`config.mk`:
```
export PLATFORM = sky130hd
export DESIGN_NAME = hazard_ctrl
export DESIGN_NICKNAME = d
export VERILOG_FILES = /design/src/rtl/rv_pkg.sv /design/src/rtl/md_seq.sv /design/src/rtl/hazard_ctrl.sv
export SDC_FILE = /design/constraint.sdc
export NUM_CORES = 1
export LEC_CHECK = 0
export ABC_AREA = 1
export BUFFER_PORTS_ARGS = -buffer_cell sky130_fd_sc_hd__buf_2
export CORE_MARGIN = 2
export CORE_UTILIZATION = 48
export DETAILED_ROUTE_END_ITERATION = 10
export PLACE_DENSITY = 0.85
export SYNTH_ARGS = -nofsm -noshare
export SYNTH_HDL_FRONTEND = slang
export SYNTH_HIERARCHICAL = 1
export SYNTH_SLANG_ARGS = --single-unit
export TNS_END_PERCENT = 30
```
`constraint.sdc`:
```
create_clock -name clk -period 1.8 [get_ports clk]
set_input_delay 0.18 -clock clk [delete_from_list [all_inputs] [get_ports clk]]
set_output_delay 0.18 -clock clk [all_outputs]
set_load 0.02 [all_outputs]
```
`src/rtl/rv_pkg.sv`:
```
`default_nettype none
// ============================================================================
// Module      : rv_pkg
// Description : Shared constants and types for the RV32IM hazard controller.
// Revision    : 1.0 - initial release
// ============================================================================
package rv_pkg;

  localparam logic [1:0] FWD_RF  = 2'b00;
  localparam logic [1:0] FWD_WB  = 2'b01;
  localparam logic [1:0] FWD_MEM = 2'b10;

  typedef enum logic [0:0] {
    MD_IDLE = 1'b0,
    MD_BUSY = 1'b1
  } md_state_t;

endpackage
`default_nettype wire

```
`src/rtl/md_seq.sv`:
```
`default_nettype none
// ============================================================================
// Module      : md_seq
// Description : Multi-cycle M-extension sequencer; stalls the front end for
//               lat-1 cycles and flags the cycle the result is valid.
// Revision    : 1.0 - initial release
// ============================================================================
module md_seq
  import rv_pkg::*;
#(
  parameter int MUL_LAT = 2,
  parameter int DIV_LAT = 33
) (
  input  logic clk,
  input  logic rst,
  input  logic muldivE,
  input  logic isDivE,
  output logic mdStall,
  output logic mdStart,
  output logic mdDone
);

  localparam int MAX_LAT = (DIV_LAT > MUL_LAT) ? DIV_LAT : MUL_LAT;
  localparam int CNT_W   = (MAX_LAT > 2) ? $clog2(MAX_LAT) : 1;
  localparam logic [CNT_W-1:0] DIV_CNT0 = CNT_W'((DIV_LAT > 1) ? DIV_LAT - 2 : 0);
  localparam logic [CNT_W-1:0] MUL_CNT0 = CNT_W'((MUL_LAT > 1) ? MUL_LAT - 2 : 0);

  md_state_t        r_state, w_state_nxt;
  logic [CNT_W-1:0] r_cnt, w_cnt_nxt;
  logic             w_lat_one;
  logic [CNT_W-1:0] w_cnt_load;

  assign w_lat_one  = isDivE ? (DIV_LAT == 1) : (MUL_LAT == 1);
  assign w_cnt_load = isDivE ? DIV_CNT0 : MUL_CNT0;

  always_ff @(posedge clk) begin
    if (rst) begin
      r_state <= MD_IDLE;
      r_cnt   <= '0;
    end else begin
      r_state <= w_state_nxt;
      r_cnt   <= w_cnt_nxt;
    end
  end

  // BUSY exits at cnt==0 before decrementing, so the counter never wraps.
  always_comb begin
    w_state_nxt = r_state;
    w_cnt_nxt   = r_cnt;
    mdStall     = 1'b0;
    mdStart     = 1'b0;
    mdDone      = 1'b0;
    case (r_state)
      MD_IDLE: begin
        if (muldivE) begin
          mdStart = 1'b1;
          if (w_lat_one) begin
            mdDone = 1'b1;
          end else begin
            mdStall     = 1'b1;
            w_cnt_nxt   = w_cnt_load;
            w_state_nxt = MD_BUSY;
          end
        end
      end
      MD_BUSY: begin
        if (r_cnt != '0) begin
          mdStall   = 1'b1;
          w_cnt_nxt = r_cnt - 1'b1;
        end else begin
          mdDone      = 1'b1;
          w_state_nxt = MD_IDLE;
        end
      end
      default: w_state_nxt = MD_IDLE;
    endcase
  end

endmodule
`default_nettype wire

```
`src/rtl/hazard_ctrl.sv`:
```
`default_nettype none
// ============================================================================
// Module      : hazard_ctrl
// Description : Stall/flush control and E-stage forwarding for the 5-stage
//               RV32IM pipeline, including M-op sequencing.
// Revision    : 1.0 - initial release
// ============================================================================
module hazard_ctrl
  import rv_pkg::*;
#(
  parameter int RF_WIDTH = 5,
  parameter int MUL_LAT  = 2,
  parameter int DIV_LAT  = 33
) (
  input  logic                clk,
  input  logic                rst,
  input  logic [RF_WIDTH-1:0] rs1D,
  input  logic [RF_WIDTH-1:0] rs2D,
  input  logic [RF_WIDTH-1:0] rs1E,
  input  logic [RF_WIDTH-1:0] rs2E,
  input  logic [RF_WIDTH-1:0] rdE,
  input  logic [RF_WIDTH-1:0] rdM,
  input  logic [RF_WIDTH-1:0] rdW,
  input  logic                regWriteM,
  input  logic                regWriteW,
  input  logic                loadE,
  input  logic                pcSrcE,
  input  logic                muldivE,
  input  logic                isDivE,
  output logic                stallF,
  output logic                stallD,
  output logic                stallE,
  output logic                flushD,
  output logic                flushE,
  output logic                flushM,
  output logic [1:0]          forwardAE,
  output logic [1:0]          forwardBE,
  output logic                mdStart,
  output logic                mdDone
);

  logic w_lw_stall;
  logic w_md_stall;

  function automatic logic [1:0] fwd_sel(input logic [RF_WIDTH-1:0] rs);
    if (regWriteM && (rdM != '0) && (rdM == rs))
      return FWD_MEM;
    else if (regWriteW && (rdW != '0) && (rdW == rs))
      return FWD_WB;
    else
      return FWD_RF;
  endfunction

  md_seq #(
    .MUL_LAT (MUL_LAT),
    .DIV_LAT (DIV_LAT)
  ) u_md_seq (
    .clk     (clk),
    .rst     (rst),
    .muldivE (muldivE),
    .isDivE  (isDivE),
    .mdStall (w_md_stall),
    .mdStart (mdStart),
    .mdDone  (mdDone)
  );

  assign forwardAE  = fwd_sel(rs1E);
  assign forwardBE  = fwd_sel(rs2E);
  assign w_lw_stall = loadE && (rdE != '0) && ((rdE == rs1D) || (rdE == rs2D));

  // A held M-op must never be flushed out of E, so mdStall masks flushE.
  assign stallF = w_lw_stall || w_md_stall;
  assign stallD = w_lw_stall || w_md_stall;
  assign stallE = w_md_stall;
  assign flushM = w_md_stall;
  assign flushD = pcSrcE;
  assign flushE = (w_lw_stall || pcSrcE) && !w_md_stall;

endmodule
`default_nettype wire
```
# Word level (Yosys, flattened, before mapping)
# Index checks and enable logic that the tools add are counted.
# totals
register_bits	7
word_cells	44
output_inout_bits	12
inputBits	43
# classes
n_eq_ne	8
n_bitwise	1
addsub	1
n_reduce_logical	18
muxes	14
# ops
operator	count
$eq 5x5->1	6
$reduce_bool 5->1	3
$mux 6	2
$pmux 6 s2	1
$logic_and 1x1->1	9
$mux 1	6
$reduce_bool 6->1	1
$sub 6x1->6 const B	1
$mux 5	1
$mux 2	2
$ne 2x2->1 const B	2
$pmux 1 s2	2
$logic_or 1x1->1	3
$reduce_and 2->1	1
$logic_not 1->1	1
$not 1->1	1

# Longest topological paths before layout
# depth
depth_word	5
ltp_mapped	9
depth_no_buf	9

# Modules after synthesis
# Netlist, hierarchy kept.
# by_module_without_submodules
mod	n_inst	cells_per_inst	seq_area_each_um2	area_per_inst_um2
hazard_ctrl	1	96	0.0	526.8
md_seq	1	75	140.1	485.5

# Worst setup path before layout
# No wires, ideal clock.
# synth_path
path_type	reg-to-output
from	register u_md_seq.r_cnt[0]
to	output port stallF
required_time_ps	1620
n_path_buf	1
t_arrival_ps	1320
slack_ps	300
path_stages_with_launch	9
path_cell_list	dfxtp_1 -> inv_1 -> ha_1 -> nand3_2 -> nand2_4 -> nand2_4 -> inv_1 -> nand2_1 -> buf_4
# synth_via
elab_chain_len	4
# synth_lines
element	line	text
start: declaration	md_seq.sv:29	logic [CNT_W-1:0] r_cnt, w_cnt_nxt;
start signal: assignment	md_seq.sv:42	r_cnt <= w_cnt_nxt;
$reduce_bool 6->1	md_seq.sv:67	if (r_cnt != '0) begin
$mux 1	md_seq.sv:67	
$pmux 1 s2	md_seq.sv:53	case (r_state)
named net flushM	hazard_ctrl.sv:35	output logic flushM,
$logic_or 1x1->1	n/a	
end: declaration	hazard_ctrl.sv:30	output logic stallF,
# The timed path passes the listed nets, and every way through them passes these cells.

# Final worst setup path
# layout_path
from	register u_md_seq.r_cnt[0]
to	output port stallF
# layout_via
elab_chain_len	4
# layout_lines
element	line	text
$reduce_bool 6->1	md_seq.sv:67	
$mux 1	md_seq.sv:67	
$pmux 1 s2	md_seq.sv:53	
$logic_or 1x1->1	hazard_ctrl.sv:72	assign stallF = w_lw_stall || w_md_stall;
# Every way passes these cells.

==> results.yml <==
status:
  outcome: "complete, no violations"
layout:
  nNetsFinal: 272
  finalInstanceArea_um2: 1320
  fill_cells: 190
  fin_cells: 253
  diodes: 0
  area_growth_pct: 30.4
  drive_gt1_share_pct: 35.4
global_routing:
  grt_pass1_vias: 1135
  grt_pass1_wl_um: 4280
  grt_antenna_before_repair: 0
  grt_max_degree: 9
  track_usage_pct: 21.3
  gr-total-overflow: 0
placed_design:
  gp_congestion: 0.826
  dp.cells: 249
  numPortBuffers: 54
  dp_hpwl_um: 2080
  post_dp_cell_area_um2: 1290
  dpl_worst_slack_ns: 0.365
critical_path:
  end_kind: "output pin"
  r2r_cells: 8
  startpoint_type: "register"
  critPathLaunch: "u_md_seq/r_cnt[0]"
  critPathArrivalTime_ns: 1.54
  worstReg2RegEnd: "u_md_seq/r_cnt[3]"
  crit_type: "reg2out"
  timing.rr.start: "u_md_seq/r_cnt[0]"
  path_max_fanout: 8
  r2r_slack_ns: 0.48
  crit_required_ns: 1.62
logic_synthesis:
  synth_area_leader_cell: "nand2_1"
  syn_nets: 216
  synthCells: 171
  synth_cell_types: 22
  seq_area_frac_synth_pct: 13.8
  yosys.cell_count.top_type: "nand2_1"
  synth_area_um2: 1010
  synthTopCellsByArea: "nand2_1, dfxtp_1, xnor2_1"
  synth_top_cell_area_share_pct: 14.8
  yosysWarnings: 6
  synth_enable_flop_cells: 0
  ys_seq_elements: 7
  synthArstFlopShare_pct: 0
  synthFlopType: "dfxtp_1"
  synthTopCellsByCount: "nand2_1, nor2_1, inv_1, xnor2_1, nand3_1"
  syn_avg_cell_area_um2: 5.92
clock_network:
  tritoncts: "yes"
  cts_buffer_depth: 2
  insertion_delay_ns: 0.25
  clock-sinks: 7
  htreeDepth: 1
  path_clk_slew_ns: 0.05
  ctsHoldBuffers: 0
  ctsResizeCount: 0
  root_buffer: "clkbuf_4"
  cts_buffers: 3
  cts_setup_buffers: 0
timing:
  finalClockSkew_ns: 0.00592
  rsz0062_at_grt: "false"
  min_period_over_period_pct: 95.5
  setup_violations: 0
  finalSetupTns_ns: 0
  maxSlewViolCount: 0
  relSlewSlack_pct: 85.1
  hold_viol: 0
  fmax_ghz: 0.582
  fin_hold_ws_ns: 0.0965
  worst_slew_pin_slew_ns: 0.222
  period_minus_slack_ns: 1.72
  finalWorstSetupSlack_ns: 0.0812
floorplan:
  fp.dieArea_um2: 2490
  num_rows: 16
  die_h_um: 49.9
  core_um2: 1980
  die_w_um: 49.9
  io_pins: 55
  initial_core_util_pct: 51.1
route:
  wire_per_inst_um: 9.29
  route.detailed.drc: 0
  ant_nets: 0
  vias_per_cell: 4.67
  dr.pass1.iters: 4
  drt-initial-drc-count: 20
  routed_wirelength_um: 2350
  route.vias.total: 1181
flow_run:
  maxCapViolCount: 0
pwr:
  ir_worst_vdd_mv: 0.507
  cellPowerDensity_nw_per_um2: 574
  leakagePower_uw: 0.000760
min_path:
  whs_endpoint: "u_md_seq/r_state"
  worstHoldStart: "rst"
  min_path_type: "in2reg"
  min_path_cells: 2
==> cell families (layout without fill, tap and decap cells) <==
group | Yosys count | count (layout) | synth area share (%)
buffers and inverters | 33 | 88 | 13.3
AOI/OAI and AO/OA | 8 | 8 | 4.70
DFF | 7 | 7 | 13.8
and+or+nand+nor | 99 | 99 | 46.6
adders and majority gates | 2 | 2 | 2.47
xor gates and xnor gates | 22 | 22 | 19.0
==> sequential cells by signal, indices dropped and copies added (netlist names) <==
name / flops
u_md_seq/r_cnt: 6
u_md_seq/r_state: 1
==> worst max-delay path by stage <==
stage                     slack (ns)      to  cells past startpoint
after floorplan                 0.30  stallF                      8
after global placement          0.44  stallF                      8
after detailed placement        0.36  stallD                      8
after CTS                       0.08  stallD                      8
after global routing           0.006  stallF                      8
final                           0.08  stallF                      8
==> per-layer routing <==
metal  vias up  GRT usage, %  share of wire (%)
met5         -             0                  0
met4         0          1.39               0.38
met3         4          5.76                6.6
met2        47          38.9                 50
met1       506          25.8                 43
li1        624             -                  -
==> worst max-delay path: stages, from the launching register on <==
cell and delay (ns):
dfxtp_1 0.34, inv_1 0.12, ha_1 0.23, nand3_2 0.10
nand2_4 0.08, nand2_4 0.13, inv_1 0.06, nand2_1 0.07
buf_2 0.16
==> metrics by stage <==
step | power (uW) | utilization (%)
3_3_place_gp | 607 | 65.3
2_1_floorplan | 495 | -
3_5_place_dp | 615 | 65.3
5_1_grt | 825 | 66.6
6_report | 758 | 66.6
4_1_cts | 763 | 66.6
==> placed cells by master (no fill, tap or decap) <==
master     n
buf_2     54
nand2_1   40
nor2_1    26
inv_1     25
xnor2_1   14
nand3_1    9
xor2_1     8
nor2_2     8
dfxtp_1    7
nand4_1    5
inv_2      4
nand2_4    4
o21ai_0    3
clkbuf_4   3
a21oi_1    3
nor3_2     2
nand2_2    2
nor3_1     2
ha_1       2
o21ai_2    1
a21oi_2    1
clkbuf_1   1
nand3_2    1
clkinv_1   1
==> final cells by class <==
type	instances	area, um2	share of cell area, %
Clock buffer	4	26.3	1.99
Multi-Input combinational cell	131	737	55.8
Tap cell	27	33.8	2.56
Sequential cell	7	140	10.6
Inverter	30	113	8.53
Timing Repair Buffer	54	270	20.5
==> power breakdown <==
part           total (uW)  leakage (uW)  internal [uW]  switching [uW]
sequential            200     0.0000580            177            23.2
combinational         415      0.000687            167             248
clock                 143     0.0000150           84.6            58.0
(Power assumes the default switching activity.)
